[config.mk]
export PLATFORM = sky130hd
export DESIGN_NAME = imem_loader
export DESIGN_NICKNAME = d
export VERILOG_FILES = /design/src/rtl/imem_loader.sv
export SDC_FILE = /design/constraint.sdc
export NUM_CORES = 1
export LEC_CHECK = 0
export CORE_MARGIN = 10
export CORE_UTILIZATION = 45
export DETAILED_ROUTE_END_ITERATION = 8
export GPL_ROUTABILITY_DRIVEN = 0
export PLACE_DENSITY = 0.63
export SYNTH_ARGS = -nofsm -noshare
export SYNTH_HDL_FRONTEND = slang
export SYNTH_SLANG_ARGS = --single-unit
export TNS_END_PERCENT = 50
[constraint.sdc]
create_clock -name clk -period 4.7 [get_ports clk]
set_input_delay 0.94 -clock clk [delete_from_list [all_inputs] [get_ports clk]]
set_output_delay 0.94 -clock clk [all_outputs]
set_load 0.05 [all_outputs]
[src/rtl/imem_loader.sv]
// imem_loader: turns a length-prefixed little-endian byte stream into instruction
// memory word writes, holding the CPU until a complete image has landed.
module imem_loader #(
    parameter int DEPTH  = 64,
    parameter int ADDR_W = 6
) (
    input  logic              clk,
    input  logic              rst_n,
    input  logic              start,
    input  logic              byte_valid,
    input  logic [7:0]        byte_data,
    output logic              byte_ready,
    output logic              wr_en,
    output logic [ADDR_W-1:0] wr_addr,
    output logic [31:0]       wr_data,
    output logic              cpu_hold,
    output logic              done,
    output logic              err
);
    typedef enum logic [2:0] {S_IDLE, S_LEN0, S_LEN1, S_DATA, S_WRITE, S_DONE, S_ERR} state_t;
    state_t            r_state, w_next;
    logic [15:0]       r_len;
    logic [ADDR_W-1:0] r_idx;
    logic [1:0]        r_cnt;
    logic [23:0]       r_asm;
    logic              r_loaded, r_done;
    logic              w_take, w_start, w_len_bad, w_last;
    logic [15:0]       w_n;
    assign byte_ready = r_state inside {S_LEN0, S_LEN1, S_DATA};
    assign wr_en      = r_state == S_WRITE;
    assign err        = r_state == S_ERR;
    assign done       = r_done;
    assign cpu_hold   = ~r_loaded;
    assign w_take     = byte_valid & byte_ready;
    assign w_start    = start & (r_state inside {S_IDLE, S_DONE, S_ERR});
    assign w_n        = {byte_data, r_len[7:0]};
    // full 16-bit compare so a large N cannot alias onto a small legal one
    assign w_len_bad  = (w_n == 16'd0) || (w_n > 16'(DEPTH));
    assign w_last     = 16'(r_idx) == r_len - 16'd1;
    always_comb begin
        w_next = r_state;
        case (r_state)
            S_IDLE, S_DONE, S_ERR: w_next = start ? S_LEN0 : r_state;
            S_LEN0:  w_next = w_take ? S_LEN1 : S_LEN0;
            S_LEN1:  w_next = w_take ? (w_len_bad ? S_ERR : S_DATA) : S_LEN1;
            S_DATA:  w_next = (w_take && r_cnt == 2'd3) ? S_WRITE : S_DATA;
            S_WRITE: w_next = w_last ? S_DONE : S_DATA;
            default: w_next = S_IDLE;
        endcase
    end
    always_ff @(posedge clk or negedge rst_n) begin
        if (!rst_n) begin
            r_state  <= S_IDLE;
            r_len    <= '0;
            r_idx    <= '0;
            r_cnt    <= '0;
            r_asm    <= '0;
            wr_addr  <= '0;
            wr_data  <= '0;
            r_loaded <= 1'b0;
            r_done   <= 1'b0;
        end else begin
            r_state <= w_next;
            r_done  <= r_state == S_WRITE && w_last;
            if (w_start)
                r_loaded <= 1'b0;
            else if (r_state == S_WRITE && w_last)
                r_loaded <= 1'b1;
            if (r_state == S_LEN0 && w_take)
                r_len[7:0] <= byte_data;
            if (r_state == S_LEN1 && w_take) begin
                r_len[15:8] <= byte_data;
                r_idx       <= '0;
                r_cnt       <= '0;
            end
            // output word is latched whole on lane 3 so wr_data holds outside WRITE
            if (r_state == S_DATA && w_take) begin
                r_cnt <= r_cnt + 2'd1;
                if (r_cnt == 2'd3) begin
                    wr_addr <= r_idx;
                    wr_data <= {byte_data, r_asm};
                end else
                    r_asm[8*r_cnt +: 8] <= byte_data;
            end
            if (r_state == S_WRITE && !w_last)
                r_idx <= r_idx + 1'b1;
        end
    end
endmodule
==> metrics.log <==
INFO  metric num_io_pins = 55
INFO  metric hold-path-endpoint = r_asm[15]
INFO  metric cts.htree.levels = 3
INFO  metric worst_setup_hold_path_clk_slew = 90 ps
INFO  metric post_syn_area_per_cell = 11.05 um^2
INFO  metric worstSetupStartpointType = flip-flop
INFO  metric synth-compound-area-share = 8.946%
INFO  metric grt_overflow_total = 0
INFO  metric ff2ff_setup_slack = 1610 ps
INFO  metric worst_setup_path_end_kind = output pin
INFO  metric mux_contribution_to_synthesized_area = 14.07%
INFO  metric cts_num_sinks = 91
INFO  metric gr-usage-met1 = 18.45%
INFO  metric total_nets_final = 445
INFO  metric status = finished, final reports clean
INFO  metric ctsHoldBuffers = 0
INFO  metric drtPass1Iterations = 4
INFO  metric fp.dieArea = 13470 um^2
INFO  metric final_common_cell = sky130_fd_sc_hd__dfrtp_1
INFO  metric die_width = 116.1 um
INFO  metric setup_violations = 0
INFO  metric via_count = 2896
INFO  metric met3_grt_util = 3.675%
INFO  metric worstPathArrival = 2190 ps
INFO  metric grt_setup_unrepaired = false
INFO  metric critPathLaunch = r_state[1]
INFO  metric crit_path_top_delay_cell = sky130_fd_sc_hd__clkdlybuf4s50_1
INFO  metric finalHoldViolCount = 0
INFO  metric ant_nets = 0
INFO  metric tightest_slew = 1117 ps
INFO  metric regToRegStartpoint = r_len[2]
INFO  metric initial_utilization = 45.60%
INFO  metric core_footprint = 9109 um^2
INFO  metric timing_worst_setup_path_type = flip-flop to output pin
INFO  metric antenna_found_initial = 0
INFO  metric first_global_vias = 2923
INFO  metric post_cts_buffers = 0
INFO  metric critical_path.reg2reg.endpoint = r_idx[2]
INFO  metric cp.required = 3760 ps
INFO  metric tritoncts_clock_tree = built
INFO  metric power-per-cell-area = 553.7 nW/um^2
INFO  metric total_negative_setup_slack = 0 ps
INFO  metric gr-usage-met2 = 22.30%
INFO  metric synthesis.nets = 395
INFO  metric ys_types = 48
INFO  metric ff2ff_path_depth = 7
INFO  metric top_achievable_clock_speed = 0.3199 GHz
INFO  metric crit_path_cell_trace = inv_1 > nor3_1 > clkdlybuf4s50_1
INFO  metric hold_start = r_asm[15]
INFO  metric crit_path_max_fo = 9
INFO  metric worst_hold_path.num_cells = 2
INFO  metric dp_cells = 526
INFO  metric crit_family = buffers and inverters
INFO  metric hold_path_class = flip-flop to flip-flop
INFO  metric globalRoute.busiestLayer = met2
INFO  metric clock-root-buffer = sky130_fd_sc_hd__clkbuf_8
INFO  metric post_synthesis_share_of_cell_area_spent_on_xor_and_xnor_gates = 1.898%
INFO  metric yosys.area_share.simple = 15.06%
INFO  metric clock_latency = 360 ps
INFO  metric synth-seq-area-share = 54.82%
INFO  metric ir_drop = 0.2359 mV
INFO  metric ys_ff_latch = 91
INFO  metric report.final.slew_viol_count = 0
INFO  metric cap_viol_max_count = 0
INFO  metric synth_top_family_by_area = simple AND/OR/NAND/NOR gates
INFO  metric synth-adder-area-share = 2.108%
INFO  metric cp_slowest_stage_delay = 860 ps
INFO  metric post_layout_nonfiller_instances = 542
INFO  metric drt-wirelength-per-cell = 16.61 um
INFO  metric detailedPlacementHpwl = 6.145 mm
INFO  metric post_cts_resized = 0
INFO  metric cts_max_path_buffers = 2
INFO  metric synth.cell_area = 4154 um^2
INFO  metric whs = 478.3 ps
INFO  metric core.rowCount = 35
INFO  metric die_height = 116.1 um
INFO  metric synth_top_flop_cell = sky130_fd_sc_hd__dfrtp_1
INFO  metric detail_route.iter0.violations = 155
INFO  metric buf_inv_on_cp = 2
INFO  metric drive_gt1_share = 16.94%
INFO  metric grt_usage = 14.28%
INFO  metric async_flop_share = 100.0%
INFO  metric grt_max_degree = 92
INFO  metric finalCriticalPeriod = 3126 ps
INFO  metric fin_worst_skew = 10.44 ps
INFO  metric placement.io_buffers = 54
INFO  metric layout-area-overhead-vs-synth = 19.31%
INFO  metric most_frequent_cells_in_the_layout = sky130_fd_sc_hd__dfrtp_1, sky130_fd_sc_hd__nand2_1, sky130_fd_sc_hd__clkdlybuf4s50_1
INFO  metric cts_buffers = 9
INFO  metric number_of_fill_cells_in_the_layout = 801
INFO  metric drc_errors = 0
INFO  metric postSynthCellCount = 376
INFO  metric power.static_leakage = 2.198 nW
INFO  metric vias_per_cell = 5.343
INFO  metric yosys_warnings = 0
INFO  metric wire_length_of_the_first_global_routing_pass = 15.04 mm
INFO  metric layout_worst_path_cycle_share = 66.52%
INFO  metric timing.max_slew.rel_slack = 25.56%
INFO  metric power.total = 0.002744 W
INFO  metric synth_enable_flop_cells = 0
INFO  metric antennaDiodeCount = 0
INFO  metric detail_route.wirelength = 9.004 mm
==> per-stage QoR <==
stage                     utilization, %  instance area [um^2]  setup WS (ps)
final                              54.41                  4956           1574
after global routing               54.41                  4956           1421
after CTS                          54.41                  4956           1556
after detailed placement           52.29                  4763           1349
after global placement             52.29                  4763           1440
after floorplan                        -                  4154           1968
==> worst register-to-register path, stage by stage (launching register included) <==
cell,delay (ps)
sky130_fd_sc_hd__dfrtp_1,480
sky130_fd_sc_hd__nor4_4,550
sky130_fd_sc_hd__mux2i_1,230
sky130_fd_sc_hd__nand4_1,110
sky130_fd_sc_hd__or4b_1,540
sky130_fd_sc_hd__o31ai_2,650
sky130_fd_sc_hd__nor3b_1,120
sky130_fd_sc_hd__a211o_1,290
==> routing by layer <==
metal | part of all wire [%] | wire (um)
met5 | 0 | 0
met4 | 2.1 | 188
met3 | 4.6 | 410
met2 | 46 | 4144
met1 | 47 | 4260
==> logic make-up after synthesis <==
kind of cell               Yosys count
adders and majority gates            7
muxes                               52
and+or+nand+nor                    127
AOI/OAI and AO/OA                   61
buffers and inverters               29
xor gates and xnor gates             9
DFF                                 91
==> how the worst max path moves through the flow <==
| stage | end | slack, ps | depth (start not counted) |
|---|---|---|---|
| after floorplan | err | 1970 | 3 |
| after global placement | wr_data[24] | 1440 | 5 |
| after detailed placement | wr_data[15] | 1350 | 5 |
| after CTS | err | 1560 | 3 |
| after global routing | r_idx[2] | 1420 | 7 |
| final | err | 1570 | 3 |
==> power breakdown <==
group | leakage [nW] | switching, W | total, W | internal, W
Combinational | 0.891 | 0.000608 | 0.00102 | 0.000416
Sequential | 1.22 | 0.000206 | 0.00119 | 0.000986
Clock | 0.0862 | 0.000279 | 0.000528 | 0.000248
Total | 2.20 | 0.00109 | 0.00274 | 0.00165
==> cell usage after synthesis (2+ instances only) <==
cell type	number	area share [%]
sky130_fd_sc_hd__inv_1	13	1.2
sky130_fd_sc_hd__o21ai_0	36	4.3
sky130_fd_sc_hd__a221o_1	2	0.48
sky130_fd_sc_hd__nand2_1	66	6.0
sky130_fd_sc_hd__xor2_1	4	0.84
sky130_fd_sc_hd__nor4_1	6	0.90
sky130_fd_sc_hd__buf_1	2	0.18
sky130_fd_sc_hd__a21o_1	2	0.36
sky130_fd_sc_hd__a21oi_1	7	0.84
sky130_fd_sc_hd__nand3_1	7	0.84
sky130_fd_sc_hd__a211o_1	2	0.42
sky130_fd_sc_hd__o31ai_1	2	0.36
sky130_fd_sc_hd__mux2_2	51	14
sky130_fd_sc_hd__buf_6	2	0.54
sky130_fd_sc_hd__dfrtp_1	91	55
sky130_fd_sc_hd__nor3b_1	5	0.90
sky130_fd_sc_hd__nor2_1	13	1.2
sky130_fd_sc_hd__clkbuf_1	10	0.90
sky130_fd_sc_hd__nor3_1	6	0.72
sky130_fd_sc_hd__xnor2_1	5	1.1
sky130_fd_sc_hd__nand4_1	4	0.60
sky130_fd_sc_hd__nor2b_1	4	0.60
sky130_fd_sc_hd__ha_1	7	2.1
sky130_fd_sc_hd__o211ai_1	2	0.36
sky130_fd_sc_hd__nand2b_1	4	0.60
==> area by class of cell <==
| cell class | count | area [um^2] | share of cell area, % |
|---|---|---|---|
| Tap cell | 111 | 138.9 | 2.802 |
| Timing Repair Buffer | 55 | 545.5 | 11.01 |
| Clock inverter | 5 | 61.31 | 1.237 |
| Inverter | 13 | 48.80 | 0.9846 |
| Sequential cell | 91 | 2277 | 45.95 |
| Multi-Input combinational cell | 256 | 1753 | 35.37 |
| Clock buffer | 11 | 131.4 | 2.651 |
==> state kept, by name (all words and copies together), names as in the netlist <==
register and count:
r_loaded 1, r_idx 6, wr_data 32, done 1, r_len 16, r_asm 24
r_state 3, wr_addr 6, r_cnt 2
No activity file was read; power rests on OpenSTA's default activity.
